==> src/rtl/seq_chunk_adder.sv <==
// Multi-cycle ripple-carry adder/subtractor: adds CHUNK bits per clock and keeps the
// carry in a register between chunks, so WIDTH-bit operands take WIDTH/CHUNK cycles.
module seq_chunk_adder #(
  parameter int WIDTH = 16,
  parameter int CHUNK = 4
) (
  input  logic             clk,
  input  logic             rst_n,
  input  logic             start,
  input  logic             sub,
  input  logic [WIDTH-1:0] A,
  input  logic [WIDTH-1:0] B,
  input  logic             Cin,
  output logic             busy,
  output logic             done,
  output logic [WIDTH-1:0] S,
  output logic             Cout,
  output logic             ovf,
  output logic [1:0]       dbg_state
);

  localparam int NCHUNK = WIDTH / CHUNK;
  localparam int IW     = (NCHUNK > 1) ? $clog2(NCHUNK) : 1;

  typedef enum logic [1:0] {
    IDLE = 2'd0,
    RUN  = 2'd1,
    DONE = 2'd2
  } state_t;

  // Handshake: start/sub/A/B/Cin are sampled on a rising edge only while busy is low
  // (IDLE or DONE); done is a single-cycle pulse and S/Cout/ovf hold until the next
  // accepted start or reset.
  state_t           state_q;
  logic [WIDTH-1:0] opa_q, opb_q, s_q;
  logic             carry_q, cout_q, ovf_q, busy_q, done_q;
  logic [IW-1:0]    idx_q;

  logic [CHUNK-1:0] a_chunk_d, b_chunk_d, sum_chunk_d;
  logic             carry_d, msb_cin_d, last_d;
  int               base_d;

  always_comb begin
    base_d    = int'(idx_q) * CHUNK;
    a_chunk_d = opa_q[base_d +: CHUNK];
    b_chunk_d = opb_q[base_d +: CHUNK];
    {carry_d, sum_chunk_d} = {1'b0, a_chunk_d} + {1'b0, b_chunk_d} + {{CHUNK{1'b0}}, carry_q};
    // Carry into the top bit recovered from that bit's own sum: s = a ^ b ^ cin.
    msb_cin_d = a_chunk_d[CHUNK-1] ^ b_chunk_d[CHUNK-1] ^ sum_chunk_d[CHUNK-1];
    last_d    = (idx_q == IW'(NCHUNK - 1));
  end

  always_ff @(posedge clk) begin
    if (!rst_n) begin
      state_q <= IDLE;
      opa_q   <= '0;
      opb_q   <= '0;
      s_q     <= '0;
      carry_q <= 1'b0;
      cout_q  <= 1'b0;
      ovf_q   <= 1'b0;
      busy_q  <= 1'b0;
      done_q  <= 1'b0;
      idx_q   <= '0;
    end else begin
      case (state_q)
        IDLE, DONE: begin
          done_q <= 1'b0;
          if (start) begin
            // Subtraction is A + ~B + ~Cin, i.e. A - B - Cin.
            opa_q   <= A;
            opb_q   <= sub ? ~B : B;
            carry_q <= sub ? ~Cin : Cin;
            idx_q   <= '0;
            s_q     <= '0;
            cout_q  <= 1'b0;
            ovf_q   <= 1'b0;
            busy_q  <= 1'b1;
            state_q <= RUN;
          end else begin
            busy_q  <= 1'b0;
            state_q <= IDLE;
          end
        end
        RUN: begin
          s_q[base_d +: CHUNK] <= sum_chunk_d;
          carry_q              <= carry_d;
          idx_q                <= idx_q + IW'(1);
          if (last_d) begin
            cout_q  <= carry_d;
            ovf_q   <= msb_cin_d ^ carry_d;
            busy_q  <= 1'b0;
            done_q  <= 1'b1;
            state_q <= DONE;
          end
        end
        default: begin
          busy_q  <= 1'b0;
          done_q  <= 1'b0;
          state_q <= IDLE;
        end
      endcase
    end
  end

  assign busy      = busy_q;
  assign done      = done_q;
  assign S         = s_q;
  assign Cout      = cout_q;
  assign ovf       = ovf_q;
  assign dbg_state = state_q;

endmodule
==> config.mk <==
export PLATFORM = sky130hd
export DESIGN_NAME = seq_chunk_adder
export DESIGN_NICKNAME = d
export VERILOG_FILES = /design/src/rtl/seq_chunk_adder.sv
export SDC_FILE = /design/constraint.sdc
export NUM_CORES = 1
export LEC_CHECK = 0
export BUFFER_PORTS_ARGS = -buffer_cell sky130_fd_sc_hd__buf_2
export CAP_MARGIN = 30
export CELL_PAD_IN_SITES_DETAIL_PLACEMENT = 1
export CELL_PAD_IN_SITES_GLOBAL_PLACEMENT = 2
export CORE_AREA = 2 2 99 101
export CTS_CLUSTER_DIAMETER = 120
export DETAILED_ROUTE_END_ITERATION = 8
export DIE_AREA = 0 0 101 103
export PLACE_DENSITY_LB_ADDON = 0.1
export SETUP_SLACK_MARGIN = 0.2
export SKIP_LAST_GASP = 1
export SLEW_MARGIN = 15
export SYNTH_ARGS = -nofsm -noshare
export SYNTH_HDL_FRONTEND = slang
export SYNTH_SLANG_ARGS = --single-unit
==> constraint.sdc <==
create_clock -name clk -period 2.9 [get_ports clk]
set_clock_uncertainty 0.05 [all_clocks]
set_input_delay 0.145 -clock clk [delete_from_list [all_inputs] [get_ports clk]]
set_output_delay 0.145 -clock clk [all_outputs]
set_load 0.005 [all_outputs]
==> impl_metrics.toml <==
[cells_and_area]
num_antenna_cells = 0
n_fill_cell = 1101
final_util_pct = 36.53
multiInputGateArea_sq_um = 1504
drive_above_1_share_pct = 28.03
regArea_sq_um = 1145
nNetsFinal = 387
stdcell_area_sq_um = 3456
fin_cells = 460
area_delta_synth_final_pct = 26.23

[routing]
ant_nets = 0
routed_wl_um = 6813
vias_per_cell = 4.693
firstDrtPassIters = 4
vias = 2159
dr.first_iter.drc_count = 44
drc = 0
wl_per_cell_um = 14.81

[power_and_ir_drop]
internal-power_mw = 1.497
total_power_mw = 2.020
leakage_nw = 1.549
p_clk_share_pct = 42.3
switching_share_pct = 25.92
power.density_nw_per_um2 = 584.6
power.switching_uw = 523.7
worst_ir_drop_vdd_v = 0.0001958
comb_power_share_pct = 15.4
seqPwrFrac_pct = 42.3

[die]
row_count = 36
coreArea_sq_um = 9459
die_w_um = 101
dieArea_sq_um = 10400
initial_utilization_pct = 28.94
ioPinCount = 59
dieHeight_um = 103

[timing]
worst_slew_pin_slew_ns = 0.7480
clock.fmax_mhz = 395.7
drv_slew = 0
tns_ns = 0
relSlewSlack_pct = 50.13
hold_violations = 0
final.min_clock_period_ns = 2.527
rsz0062_at_grt = "false"
setup-violations-final = 0
min_period_over_period_pct = 87.15

[placement]
placed_area_sq_um = 3117
place.gp.congestion = 0.7265
placement.io_buffers = 58
place_hpwl_um = 5021
dp_cells = 434

[run_status]
status = "finished, final reports clean"

[synthesis]
syn_area_sq_um = 2738
synth-warning-count = 0
syn_inst = 277
synthFlopType = "dfxtp_1"
synth_edf_count = 0
ys_seq_area_share_pct = 41.68
syn_area_per_cell_sq_um = 9.883
synth_cell_type_count = 34
synth_seq_cells = 57
postSynth.asyncResetShare_pct = 0
synth_nets = 323

[cts]
cts_max_path_buffers = 2
cts_inserted_buffers = 9
clk_latency_ns = 0.34
clock-sinks = 57
cts.clk_slew.worst_paths_ns = 0.07
cts_tree = "done"
htree_levels = 3
cts-root-buf = "clkbuf_8"
cts_setup_buffers = 0

[global_route]
antenna_found_initial = 0
gr-total-overflow = 0
grt_max_degree = 38
grt_first_pass_wirelength_um = 11580
first_global_vias = 2333
track_usage_pct = 14.56

[critical_path]
timing.rr.start = "idx_q[0]$_SDFFE_PN0P_"
cp-start-kind = "flip-flop"
ff2ff_setup_slack_ns = 0.37
cp.arrival_ns = 2.72
reg2reg_depth = 7
reg2reg_to = "ovf$_SDFFE_PN0P_"
cp-end-kind = "flip-flop"
cp.required_ns = 3.09
path_class = "reg -> reg"
crit_fanout = 8

[hold_path]
hold_path_depth = 3
hold_end = "opa_q[9]$_SDFFE_PN0P_"
hold_path_class = "in -> reg"
worstHoldStart = "A[9]"

[flow_run]
drv_cap = 0
==> layout make-up <==
type,instances,area share [%]
inverters,2,0.2172
clock buffers,11,4.381
flip-flops and latches,57,33.13
multi-input cells,198,43.52
well taps,114,4.127
clock inverters,5,2.245
repair buffers,73,12.38
==> power by group through the flow <==
stage | registers [mW] | clock network [mW] | logic [mW]
3_5_place_dp | 0.874 | 0 | 0.306
6_report | 0.855 | 0.854 | 0.311
5_1_grt | 0.862 | 0.915 | 0.350
3_3_place_gp | 0.875 | 0 | 0.300
2_1_floorplan | 0.861 | 0 | 0.219
4_1_cts | 0.856 | 0.877 | 0.319
==> sequential cells by signal, indices dropped and copies added, names as in the netlist <==
signal	flops
Cout	1
S	16
busy	1
carry_q	1
dbg_state	2
done	1
idx_q	2
opa_q	16
opb_q	16
ovf	1
==> cell usage in the layout (no fill, tap or decap), types with 2 or more instances in the layout <==
| master | instances |
|---|---|
| clkinv_2 | 2 |
| nand2_1 | 56 |
| buf_4 | 5 |
| nor2_1 | 5 |
| xnor2_1 | 17 |
| dlygate4sd3_1 | 10 |
| a21boi_1 | 18 |
| buf_2 | 58 |
| nor4_4 | 3 |
| a21oi_1 | 7 |
| ha_1 | 7 |
| nand2b_1 | 3 |
| o21ai_1 | 4 |
| dfxtp_1 | 56 |
| fa_1 | 2 |
| nand3_1 | 7 |
| bufinv_16 | 2 |
| a22oi_1 | 12 |
| o211a_1 | 16 |
| nor2b_1 | 15 |
| o21ai_0 | 3 |
| clkbuf_8 | 11 |
| o21a_1 | 2 |
| mux4_2 | 8 |
==> routing by layer <==
| metal | GRT usage [%] | part of all wire (%) | vias up |
|---|---|---|---|
| met3 | 4.136 | 4.5 | 8 |
| met4 | 5.301 | 1.4 | 0 |
| met5 | 0 | 0 | - |
| li1 | - | - | 1093 |
| met1 | 18.46 | 48 | 1017 |
| met2 | 23.74 | 46 | 41 |
==> cells by family (layout without fill, tap and decap cells) <==
family                     after synthesis  count (layout)  share of synthesized area [%]
buffers and inverters                   22              91                          3.930
adders and majority gates                9               9                          4.662
muxes                                    9               9                          6.947
and+or+nand+nor                         93              93                          17.64
AOI/OAI and AO/OA                       68              68                          19.06
DFF                                     57              57                          41.68
xor gates and xnor gates                19              19                          6.079
==> what timing repair did <==
item	CTS	global route
endpoints found under the setup margin	1	7
hold buffers	10	0
hold endpoints to repair	10	0
resized for setup	1	1
==> worst max-delay path by stage <==
stage	slack, ns	startpoint	end	cells after the start
floorplan	0.28	idx_q[0]$_SDFFE_PN0P_	ovf$_SDFFE_PN0P_	8
global placement	0.27	idx_q[0]$_SDFFE_PN0P_	S[2]$_SDFFE_PN0P_	6
detailed placement	0.21	idx_q[0]$_SDFFE_PN0P_	S[6]$_SDFFE_PN0P_	6
CTS	0.27	idx_q[0]$_SDFFE_PN0P_	ovf$_SDFFE_PN0P_	7
global route	0.24	idx_q[0]$_SDFFE_PN0P_	ovf$_SDFFE_PN0P_	7
finish	0.37	idx_q[0]$_SDFFE_PN0P_	ovf$_SDFFE_PN0P_	7
==> cell usage after synthesis, types with 4 or more instances <==
master	number	area share, %
o211a_1	16	5.8
a22oi_1	12	3.3
nor2b_1	16	3.7
mux4_2	8	6.6
ha_1	7	3.2
xnor2_1	17	5.4
a21oi_1	7	1.3
buf_2	11	2.0
dfxtp_1	57	42
o21ai_1	4	0.73
clkbuf_1	6	0.82
a21boi_1	18	4.9
nand2_1	56	7.7
nand3_1	7	1.3
nor2_1	5	0.69
==> worst max-delay path, cell delays in order (launching register included) <==
cell and delay [ns]:
dfxtp_4 0.44, mux4_2 0.54, fa_1 0.46, fa_1 0.44
nand3_1 0.13, nand2_1 0.07, xor2_1 0.14, a21o_1 0.17
==> stage by stage <==
| step | hold WS (ns) | worst slack, ns |
|---|---|---|
| 4_1_cts | 0.002641 | 0.2665 |
| 3_5_place_dp | 0.3452 | 0.2103 |
| 3_3_place_gp | 0.3440 | 0.2727 |
| 6_report | 0.005817 | 0.3727 |
| 5_1_grt | 0.0008149 | 0.2353 |
| 2_1_floorplan | 0.2298 | 0.2826 |
(Power assumes the default switching activity.)
